## src/rtl/ps2_note_voices.sv

```systemverilog
// Polyphonic PS/2 note decoder: decodes make/F0/E0 sequences into up to VOICES held-key slots with frequency words.
// Latency: byte consumed at edge T, outputs updated at edge T+1; reads at most one byte per 2 cycles via nextdata_n.
module ps2_note_voices #(
    parameter int VOICES = 4,
    parameter int FREQ_W = 16,
    parameter int CNT_W  = 8
) (
    input  logic                     clk,
    input  logic                     clrn,
    input  logic [7:0]               k_data,
    input  logic                     ready,
    input  logic                     overflow,
    input  logic                     panic,
    output logic                     nextdata_n,
    output logic [VOICES-1:0]        voice_on,
    output logic [VOICES*FREQ_W-1:0] voice_freq,
    output logic [7:0]               last_code,
    output logic [CNT_W-1:0]         keycount,
    output logic                     drop,
    output logic                     err
);

    typedef enum logic [1:0] {IDLE, BRK, EXT, EXT_BRK} state_t;

    function automatic logic [FREQ_W-1:0] note_freq(input logic [7:0] c);
        case (c)
            8'h1C:   note_freq = FREQ_W'(16'h0106);
            8'h1B:   note_freq = FREQ_W'(16'h0115);
            8'h23:   note_freq = FREQ_W'(16'h0126);
            8'h2B:   note_freq = FREQ_W'(16'h0137);
            8'h34:   note_freq = FREQ_W'(16'h014A);
            8'h33:   note_freq = FREQ_W'(16'h015D);
            8'h3B:   note_freq = FREQ_W'(16'h0172);
            8'h42:   note_freq = FREQ_W'(16'h0188);
            8'h4B:   note_freq = FREQ_W'(16'h019F);
            8'h4C:   note_freq = FREQ_W'(16'h01B8);
            8'h52:   note_freq = FREQ_W'(16'h01D2);
            8'h5A:   note_freq = FREQ_W'(16'h01EE);
            default: note_freq = '0;
        endcase
    endfunction

    state_t                     state_q, state_d;
    logic                       rd_n_q;
    logic                       byte_vld_q;
    logic [7:0]                 byte_q;
    logic [VOICES-1:0]          on_q, on_d;
    logic [7:0]                 code_q [VOICES];
    logic [7:0]                 code_d [VOICES];
    logic [VOICES*FREQ_W-1:0]   freq_q, freq_d;
    logic [7:0]                 last_q, last_d;
    logic [CNT_W-1:0]           cnt_q, cnt_d;
    logic                       drop_q, drop_d;
    logic                       err_q;

    logic                       consume;
    logic                       is_make, is_break, held, free_found;
    logic [VOICES-1:0]          hit, free_oh;

    assign consume = ready && rd_n_q;

    always_comb begin
        state_d    = state_q;
        on_d       = on_q;
        code_d     = code_q;
        last_d     = last_q;
        cnt_d      = cnt_q;
        drop_d     = 1'b0;
        is_make    = 1'b0;
        is_break   = 1'b0;
        held       = 1'b0;
        hit        = '0;
        free_oh    = '0;
        free_found = 1'b0;
        freq_d     = '0;

        for (int i = 0; i < VOICES; i++) begin
            if (on_q[i] && code_q[i] == byte_q) begin
                hit[i] = 1'b1;
                held   = 1'b1;
            end
            if (!on_q[i] && !free_found) begin
                free_oh[i] = 1'b1;
                free_found = 1'b1;
            end
        end

        // Overflow discards whatever byte is in flight, including one awaiting decode.
        if (overflow) begin
            state_d = IDLE;
        end else if (byte_vld_q) begin
            case (state_q)
                IDLE: begin
                    if (byte_q == 8'hF0)      state_d = BRK;
                    else if (byte_q == 8'hE0) state_d = EXT;
                    else                      is_make = 1'b1;
                end
                BRK: begin
                    if (byte_q == 8'hF0)      state_d = BRK;
                    else if (byte_q == 8'hE0) state_d = EXT_BRK;
                    else begin
                        is_break = 1'b1;
                        state_d  = IDLE;
                    end
                end
                EXT:     state_d = (byte_q == 8'hF0) ? EXT_BRK : IDLE;
                default: state_d = IDLE;
            endcase
        end

        if (is_make) begin
            if (note_freq(byte_q) == '0) begin
                last_d = byte_q;
            end else if (!held) begin
                if (free_found) begin
                    on_d   = on_q | free_oh;
                    cnt_d  = cnt_q + CNT_W'(1);
                    last_d = byte_q;
                    for (int i = 0; i < VOICES; i++) begin
                        if (free_oh[i]) code_d[i] = byte_q;
                    end
                end else begin
                    drop_d = 1'b1;
                end
            end
        end

        if (is_break) on_d = on_q & ~hit;
        if (panic)    on_d = '0;

        for (int i = 0; i < VOICES; i++) begin
            freq_d[i*FREQ_W +: FREQ_W] = on_d[i] ? note_freq(code_d[i]) : '0;
        end
    end

    always_ff @(posedge clk or negedge clrn) begin
        if (!clrn) begin
            state_q    <= IDLE;
            rd_n_q     <= 1'b1;
            byte_vld_q <= 1'b0;
            byte_q     <= '0;
            on_q       <= '0;
            code_q     <= '{default: '0};
            freq_q     <= '0;
            last_q     <= '0;
            cnt_q      <= '0;
            drop_q     <= 1'b0;
            err_q      <= 1'b0;
        end else begin
            state_q    <= state_d;
            rd_n_q     <= !consume;
            byte_vld_q <= consume && !overflow;
            if (consume) byte_q <= k_data;
            on_q       <= on_d;
            code_q     <= code_d;
            freq_q     <= freq_d;
            last_q     <= last_d;
            cnt_q      <= cnt_d;
            drop_q     <= drop_d;
            if (overflow) err_q <= 1'b1;
        end
    end

    assign nextdata_n = rd_n_q;
    assign voice_on   = on_q;
    assign voice_freq = freq_q;
    assign last_code  = last_q;
    assign keycount   = cnt_q;
    assign drop       = drop_q;
    assign err        = err_q;

endmodule

```

## config.mk

```make
export PLATFORM = sky130hd
export DESIGN_NAME = ps2_note_voices
export DESIGN_NICKNAME = d
export VERILOG_FILES = /design/src/rtl/ps2_note_voices.sv
export SDC_FILE = /design/constraint.sdc
export NUM_CORES = 1
export LEC_CHECK = 0
export BUFFER_PORTS_ARGS = -buffer_cell sky130_fd_sc_hd__buf_2
export CORE_ASPECT_RATIO = 0.5
export CORE_MARGIN = 4
export CORE_UTILIZATION = 41
export DETAILED_ROUTE_END_ITERATION = 10
export PLACE_DENSITY = 0.73
export SLEW_MARGIN = 10
export SYNTH_ARGS = -nofsm -noshare
export SYNTH_HDL_FRONTEND = slang
export SYNTH_SLANG_ARGS = --single-unit
```

## constraint.sdc

```tcl
create_clock -name clk -period 4.65 [get_ports clk]
set_clock_uncertainty 0.2 [all_clocks]
set_input_delay 0.2325 -clock clk [delete_from_list [all_inputs] [get_ports clk]]
set_output_delay 0.2325 -clock clk [all_outputs]
set_load 0.005 [all_outputs]
```

==> flow_summary.json, run 1 <==
{
  "muxShareOfSynthArea": 0.0972,
  "r2r-end": "voice_freq[3]$_DFF_PN0_",
  "peakVddDrop_mv": 0.200,
  "p_switching_uw": 700,
  "hold_start": "ready",
  "postCtsSetupRepairBufs": 0,
  "powerDensity_nw_per_um2": 296,
  "worst_slack_ps": 598,
  "routed_wl_um": 18300,
  "ys_seq_area_frac": 0.382,
  "insertion_delay_ps": 360,
  "grt_usage": 0.194,
  "max_freq_mhz": 247,
  "grt_max_degree": 74,
  "rows": 32,
  "p_clk_frac": 0.337,
  "grt_overflow_total": 0,
  "drc_errors": 0,
  "io_buffer_count": 71,
  "gp_congestion": 0.985,
  "endpoint_kind": "flip-flop",
  "ys_ff_latch": 102,
  "io_pins": 100,
  "worstPathArrival_ps": 4070,
  "cts_buffers": 9,
  "slowest_delay_ps": 760,
  "synth-xor-area-share": 0.0669,
  "synthArstFlopShare": 1.00,
  "clock-root-buffer": "clkbuf_16",
  "p_leak_nw": 3.23,
  "synthAdderAreaFrac": 0.00187,
  "cts_tree": "built",
  "setup_viol": 0,
  "diodes": 0,
  "grt_use_met3": 0.0436,
  "areaGrowthSynthToFinish_pct": 12.1,
  "die_area_um2": 18500,
  "synth_top_family_by_area": "simple AND/OR/NAND/NOR gates",
  "die_y_um": 98.2,
  "r2r_cells": 9,
  "drtAntennaViolNets": 0,
  "p_int_mw": 1.52,
  "drt_iter0_markers": 620,
  "slew_headroom": 0.217,
  "path_clk_slew_ps": 80,
  "ys_types": 73,
  "layout_commonest_cell": "dfrtp_1",
  "synthSimpleGateAreaFrac": 0.222,
  "switching_share": 0.315,
  "clockBufferDepth": 2,
  "layout_common_cells": "dfrtp_1, buf_2, nand2_1",
  "dr.pass1.iters": 5,
  "critPathSlowestCell": "dfrtp_1",
  "clock-sinks": 102,
  "holdPathEnd": "nextdata_n$_DFF_PN1_",
  "instances_no_fill": 1023,
  "worst-path-buf-inv": 1,
  "avgSynthCellArea_um2": 9.00,
  "busiest_layer": "met1",
  "tightestPinTransition_ps": 1160,
  "fin_util": 0.477,
  "fin_crit_sh": 0.871,
  "hold_viol_final": 0,
  "drive_gt1_frac": 0.213,
  "crit_fanout": 28,
  "antenna_found_initial": 0,
  "synth_compound_area_frac": 0.150,
  "synth_ff_type": "dfrtp_1",
  "tns_ps": 0,
  "pre_cts_ws_ps": 668,
  "met1_usage": 0.294,
  "crit_path_start_kind": "flip-flop",
  "cts_resized": 0,
  "rsz0062_at_grt": "no",
  "regToRegStartpoint": "byte_q[6]$_DFFE_PN0P_",
  "first_global_vias": 5428,
  "placed_cells": 997,
  "yosysWarnings": 0,
  "cap_violations": 0,
  "viasPerCell": 5.63,
  "use_met2": 0.280,
  "status": "complete, no violations",
  "die_w_um": 188,
  "wire_per_inst_um": 17.9,
  "min_delay_path_depth": 2,
  "num_vias": 5758,
  "start_util": 0.425,
  "netlist_instances": 742,
  "nets": 811,
  "hold_slack_ps": 86.8,
  "r2r_setup_slack_ps": 600,
  "dp_hpwl_um": 13400,
  "crit_type": "flip-flop to flip-flop",
  "cts_htree_levels": 3,
  "power_frac_seq": 0.465,
  "drv_slew": 0,
  "grt_pass1_wl_um": 29200,
  "layout_min_cycle_time_ps": 4050,
  "core-area_um2": 15700,
  "power.share.combinational": 0.198,
  "cp_top_family": "compound AO/OA/AOI/OAI gates",
  "hold_class": "primary input to flip-flop",
  "synth_edf_count": 0,
  "syn_area_um2": 6680,
  "crit_chain": "nor4b_1 > a32oi_1 > o311a_1 > a2111o_1 > nor3_4 > buf_4 > nor4_1 > o41ai_4 > nor3_1",
  "required_ps": 4670
}
per-layer routing:
metal  up-vias  part of all wire
li1       2687                 -
met1      2719              0.48
met3        36             0.096
met5         -                 0
met4         0             0.016
met2       316              0.41
Yosys cell counts, drive strengths merged (3+ instances only):
cell | count | area share
and3 | 10 | 0.011
nand2 | 64 | 0.036
o211ai | 7 | 0.0079
a21oi | 36 | 0.027
and2 | 8 | 0.0075
o22ai | 3 | 0.0028
a41oi | 4 | 0.0052
or4 | 4 | 0.0056
mux2 | 44 | 0.075
nand2b | 18 | 0.017
inv | 13 | 0.0073
nand4 | 18 | 0.017
dfrtp | 101 | 0.38
a21o | 6 | 0.0067
nor4 | 6 | 0.0056
xor2 | 16 | 0.021
mux2i | 15 | 0.022
a211oi | 4 | 0.0045
a31oi | 21 | 0.020
nand3b | 6 | 0.0067
clkbuf | 34 | 0.019
nand3 | 16 | 0.012
or2 | 6 | 0.0056
buf | 51 | 0.052
o21ai | 41 | 0.031
nor2b | 16 | 0.015
xnor2 | 35 | 0.046
nor3b | 7 | 0.0086
nor3 | 18 | 0.015
o21a | 5 | 0.0056
nor4b | 6 | 0.011
nor2 | 60 | 0.034
or3 | 4 | 0.0037
o31ai | 6 | 0.0067
metrics by stage:
stage	area [µm²]	power, mW
3_3_place_gp	7090	1.46
6_report	7490	2.22
5_1_grt	7490	2.33
4_1_cts	7490	2.23
2_1_floorplan	6780	1.33
3_5_place_dp	7090	1.47
worst max path at each step:
| stage | startpoint | endpoint | depth (start not counted) |
|---|---|---|---|
| after floorplan | byte_q[7]$_DFFE_PN0P_ | voice_freq[40]$_DFF_PN0_ | 12 |
| after global placement | byte_q[6]$_DFFE_PN0P_ | voice_freq[3]$_DFF_PN0_ | 9 |
| after detailed placement | byte_q[6]$_DFFE_PN0P_ | voice_freq[3]$_DFF_PN0_ | 9 |
| after CTS | byte_q[6]$_DFFE_PN0P_ | voice_freq[3]$_DFF_PN0_ | 9 |
| after global routing | byte_q[6]$_DFFE_PN0P_ | voice_freq[3]$_DFF_PN0_ | 10 |
| final | byte_q[6]$_DFFE_PN0P_ | voice_freq[3]$_DFF_PN0_ | 9 |
layout make-up:
type	count	area, µm²
multi-input combinational	569	3700
sequential	102	2550
timing repair buffer	102	616
tap	221	277
clock buffer	10	239
fill	1479	8210
inverter	13	48.8
clock inverter	6	52.6
power groups by stage:
stage / clock network (mW) / registers, mW / logic [mW]
after detailed placement: 0 / 1.05 / 0.426
after CTS: 0.768 / 1.03 / 0.436
final: 0.749 / 1.03 / 0.440
after floorplan: 0 / 0.998 / 0.330
after global routing: 0.806 / 1.04 / 0.479
after global placement: 0 / 1.04 / 0.420
cells by family after synthesis:
kind of cell,Yosys count
AOI/OAI and AO/OA,155
xor gates and xnor gates,51
adders and majority gates,1
buffers and inverters,98
DFF,102
muxes,59
other,1
and+or+nand+nor,275
sequential cells by signal, indices dropped and copies added, names as in the netlist:
name        flops
voice_on        4
nextdata_n      1
keycount        8
code_q         32
err             1
last_code       8
state_q         2
voice_freq     36
byte_q          8
drop            1
byte_vld_q      1
what timing repair did:
item / 4_1_cts / 5_1_grt
endpoints found under the hold margin: 82 / 0
hold buffers: 10 / 0
setup endpoints to repair: 0 / 0
Power figures use the tool's default switching activity.
==> inputs of run 2 (changes only) <==
- CORE_UTILIZATION: 41 -> 25
- CTS_CLUSTER_SIZE: not set -> 28
- PLACE_DENSITY: 0.73 -> 0.53
- SKIP_CTS_REPAIR_TIMING: not set -> 1
==> run 2 against run 1 <==
Worst setup slack got worse by 160 ps. Flip-flop and latch count did not move. Core utilization fell by 18 points.
==> flow_summary.json, run 2 (same netlist as run 1, synthesis figures left out) <==
{
  "drv_slew": 0,
  "grt_overflow_total": 0,
  "cts_tree": "built",
  "cap_violations": 0,
  "drc_errors": 0,
  "dr.pass1.iters": 5,
  "slew_headroom": 0.460,
  "setup_viol": 0,
  "crit_fanout": 32,
  "die_w_um": 239,
  "io_pins": 100,
  "final_area_um2": 7670,
  "power.share.combinational": 0.192,
  "clockBufferDepth": 2,
  "dpl_cell_area_um2": 7270,
  "fin_util": 0.298,
  "rows": 41,
  "hold_viol_final": 0,
  "layout_commonest_cell": "dfrtp_1",
  "switching_share": 0.312,
  "core-area_um2": 25800,
  "largest_reg_flops": 36,
  "status": "complete, no violations",
  "grt_usage": 0.134,
  "p_leak_nw": 3.25,
  "num_vias": 5605,
  "drive_gt1_frac": 0.216,
  "insertion_delay_ps": 360,
  "p_clk_frac": 0.348,
  "dp_hpwl_um": 15300,
  "pre_cts_ws_ps": 551,
  "max_freq_mhz": 237,
  "fillers": 2742,
  "crit_type": "flip-flop to flip-flop",
  "nets": 814,
  "clock-root-buffer": "clkbuf_16",
  "layout_min_cycle_time_ps": 4210,
  "crit_top_cell": "a211oi_1",
  "slowest_delay_ps": 850,
  "start_util": 0.259,
  "cp_top_family": "compound AO/OA/AOI/OAI gates",
  "peakVddDrop_mv": 0.178,
  "clock-sinks": 102,
  "tightestPinTransition_ps": 810,
  "power_frac_seq": 0.460,
  "worstPathArrival_ps": 4290,
  "rsz0062_at_grt": "no",
  "p_int_mw": 1.56,
  "cts_htree_levels": 3,
  "gp_congestion": 0.933,
  "io_buffer_count": 71,
  "crit_path_start_kind": "flip-flop",
  "wire_per_inst_um": 17.5,
  "powerDensity_nw_per_um2": 295,
  "hold_class": "primary input to flip-flop",
  "fin_crit_sh": 0.906,
  "worst_slack_ps": 437,
  "crit_chain": "nor4b_1 > a32oi_1 > o311a_1 > a2111o_1 > or4_4 > a211oi_1 > a211oi_1 > a31oi_1",
  "layout_common_cells": "dfrtp_1, buf_2, nand2_1",
  "drtAntennaViolNets": 0,
  "first_global_vias": 5400,
  "p_switching_uw": 705,
  "critPathSlowestCell": "dfrtp_1",
  "grt_max_degree": 61,
  "required_ps": 4730,
  "drt_iter0_markers": 547,
  "die_y_um": 124,
  "endpoint_kind": "flip-flop",
  "viasPerCell": 4.88,
  "grt_pass1_wl_um": 30900,
  "tns_ps": 0,
  "areaGrowthSynthToFinish_pct": 14.9,
  "diodes": 0,
  "cts_buffers": 9,
  "path_clk_slew_ps": 80,
  "antenna_found_initial": 0,
  "worst-path-buf-inv": 0,
  "routed_wl_um": 20100,
  "die_area_um2": 29500
}
## run 2: cell count changes in the layout (fill, tap and decap cells not counted)
cell	before	now
clkbuf_8	1	0
inv_6	3	4
buf_4	22	25
clkinvlp_4	2	1
clkinv_2	0	1
bufinv_16	0	1
inv_8	1	0
## run 2: power groups by stage
stage / combinational [mW] / clock, mW / sequential, mW
after CTS: 0.429 / 0.807 / 1.04
after detailed placement: 0.426 / 0 / 1.06
final: 0.434 / 0.788 / 1.04
after floorplan: 0.330 / 0 / 0.998
after global placement: 0.427 / 0 / 1.05
after global routing: 0.477 / 0.839 / 1.05
## run 2: routing by layer
layer,global-route usage,vias to the layer above,share of wire
li1,-,2704,-
met1,0.191,2696,0.48
met2,0.209,182,0.45
met3,0.0296,23,0.057
met4,0.0333,0,0.013
met5,0,-,0
## run 2: final cells by class
cell class	count	area [µm²]	share of cell area
Timing Repair Buffer	105	638	0.0832
Tap cell	344	430	0.0561
Inverter	13	48.8	0.00636
Clock buffer	9	225	0.0293
Clock inverter	7	77.6	0.0101
Sequential cell	102	2550	0.333
Multi-Input combinational cell	569	3700	0.482
## run 2: per-stage QoR
stage          std cells  hold slack [ps]  total power, mW
3_5_place_dp        1123              173             1.48
5_1_grt             1149              105             2.37
2_1_floorplan        769             -263             1.33
4_1_cts             1139             -214             2.28
6_report            1149              105             2.26
3_3_place_gp        1123              166             1.48
## run 2: final timing paths
path	depth (start not counted)	slack [ps]	endpoint	startpoint
worst max-delay path	8	440	voice_freq[35]$_DFF_PN0_	byte_q[6]$_DFFE_PN0P_
worst min-delay path	2	100	nextdata_n$_DFF_PN1_	ready
worst max register to register	8	440	voice_freq[35]$_DFF_PN0_	byte_q[6]$_DFFE_PN0P_
worst min register to register	1	280	err$_DFFE_PN0P_	err$_DFFE_PN0P_
max in group asynchronous	3	2880	voice_freq[52]$_DFF_PN0_	clrn
min in group asynchronous	2	270	code_q[31]$_DFF_PN0_	clrn
==> inputs of run 3 (changes only) <==
- RECOVER_POWER: not set -> 50
==> run 3 against run 2 <==
The run now ends with capacitance limit, slew limit left. Core utilization decreased by 0.30 points. Flip-flop and latch count did not move. Clock power down 0.6%. Fmax up 0.78%. Cell count did not move. Worst setup slack improved by 33 ps. Via count fell by 0.80%. Non-clock buffer count did not move. Routed wire length about the same. Count of clock-buffer cells in the layout unchanged. Sequential share of layout area rose by 0.33 points. Largest power group unchanged.
==> flow_summary.json, run 3 (same netlist as run 1, synthesis figures left out) <==
{
  "clock-sinks": 102,
  "powerDensity_nw_per_um2": 296,
  "clockBufferDepth": 2,
  "max_freq_mhz": 239,
  "diodes": 0,
  "cts_htree_levels": 3,
  "cap_violations": 1,
  "rsz0062_at_grt": "no",
  "grt_pass1_wl_um": 30900,
  "die_y_um": 124,
  "slew_headroom": -1.28,
  "largest_reg_flops": 36,
  "tightestPinTransition_ps": 3420,
  "hold_start": "ready",
  "areaGrowthSynthToFinish_pct": 13.8,
  "routed_wl_um": 20100,
  "r2r-end": "voice_freq[3]$_DFF_PN0_",
  "gp_congestion": 0.933,
  "grt_usage": 0.134,
  "required_ps": 4720,
  "grt_max_degree": 61,
  "crit_path_start_kind": "flip-flop",
  "endpoint_kind": "flip-flop",
  "drt_iter0_markers": 445,
  "crit_top_cell": "nor4b_1",
  "dr.pass1.iters": 5,
  "fin_util": 0.295,
  "nets": 814,
  "rows": 41,
  "io_buffer_count": 71,
  "cts_buffers": 9,
  "io_pins": 100,
  "drtAntennaViolNets": 0,
  "cp_top_family": "simple AND/OR/NAND/NOR gates",
  "layout_common_cells": "dfrtp_1, nand2_1, nor2_1",
  "crit_chain": "nor4b_1 > a32oi_1 > o311a_1 > a2111o_1 > nor3_4 > buf_4 > nor4b_1 > o41ai_4 > nor3_1",
  "setup_viol": 0,
  "power_mw": 2.25,
  "drc_errors": 0,
  "first_global_vias": 5400,
  "holdPathEnd": "nextdata_n$_DFF_PN1_",
  "hold_viol_final": 0,
  "critPathSlowestCell": "dfrtp_1",
  "regToRegStartpoint": "byte_q[6]$_DFFE_PN0P_",
  "peakVddDrop_mv": 0.173,
  "num_vias": 5560,
  "drv_slew": 61,
  "wire_per_inst_um": 17.5,
  "slowest_delay_ps": 830,
  "min_delay_path_depth": 2,
  "core-area_um2": 25800,
  "final_area_um2": 7600,
  "drive_gt1_frac": 0.150,
  "violations": "capacitance limit, slew limit",
  "insertion_delay_ps": 360,
  "tns_ps": 0,
  "cts_tree": "built",
  "hold_class": "primary input to flip-flop",
  "antenna_found_initial": 0,
  "status": "finished with violations",
  "path_clk_slew_ps": 80,
  "r2r_setup_slack_ps": 470,
  "start_util": 0.259,
  "die_w_um": 239,
  "viasPerCell": 4.84,
  "dpl_cell_area_um2": 7270,
  "grt_overflow_total": 0,
  "worst-path-buf-inv": 1,
  "r2r_cells": 9,
  "layout_min_cycle_time_ps": 4180,
  "p_leak_nw": 3.06,
  "fin_crit_sh": 0.899,
  "die_area_um2": 29500,
  "worstPathArrival_ps": 4250,
  "crit_fanout": 34,
  "layout_commonest_cell": "dfrtp_1",
  "clock-root-buffer": "clkbuf_16",
  "dp_hpwl_um": 15300,
  "crit_type": "flip-flop to flip-flop"
}
==> run 3: final cells by class <==
class | instances | area, µm²
clock inverters | 7 | 77.6
repair buffers | 105 | 572
clock buffers | 9 | 225
inverters | 13 | 48.8
multi-input cells | 569 | 3690
flip-flops and latches | 102 | 2550
well taps | 344 | 430
fillers | 2773 | 18200
==> run 3: where the power goes <==
group / switching (mW) / internal [mW]
Combinational: 0.240 / 0.182
Sequential: 0.100 / 0.941
Clock: 0.359 / 0.425
Total: 0.699 / 1.55
==> run 3: worst max-delay path by stage <==
stage                                     endpoint  slack (ps)                  start  cells after the start
after floorplan           voice_freq[40]$_DFF_PN0_        1290  byte_q[7]$_DFFE_PN0P_                     12
after global placement     voice_freq[3]$_DFF_PN0_         630  byte_q[6]$_DFFE_PN0P_                      9
after detailed placement   voice_freq[3]$_DFF_PN0_         550  byte_q[6]$_DFFE_PN0P_                      9
after CTS                  voice_freq[3]$_DFF_PN0_         520  byte_q[6]$_DFFE_PN0P_                      9
after global routing       voice_freq[3]$_DFF_PN0_         150  byte_q[6]$_DFFE_PN0P_                      9
final                      voice_freq[3]$_DFF_PN0_         470  byte_q[6]$_DFFE_PN0P_                      9
==> run 3: worst register-to-register path: stages (launching register included) <==
cell and delay, ps:
dfrtp_1 830, nor4b_1 590, a32oi_1 200, o311a_1 150
a2111o_1 560, nor3_4 220, buf_4 370, nor4b_1 570
o41ai_4 180, nor3_1 230
==> run 3: metrics by stage <==
step	setup WS [ps]	hold WS, ps	instances
floorplan	1290	-263	769
global placement	627	166	1123
detailed placement	551	173	1123
CTS	522	-214	1139
global route	149	116	1149
finish	470	114	1149
==> run 3: per-layer routing <==
layer | share of wire | wire length [µm] | up-vias | GRT usage
met2 | 0.45 | 9000 | 179 | 0.209
met4 | 0.010 | 210 | 0 | 0.0333
met1 | 0.49 | 9810 | 2660 | 0.191
met5 | 0 | 0 | - | 0
met3 | 0.054 | 1080 | 19 | 0.0296
li1 | - | - | 2702 | -
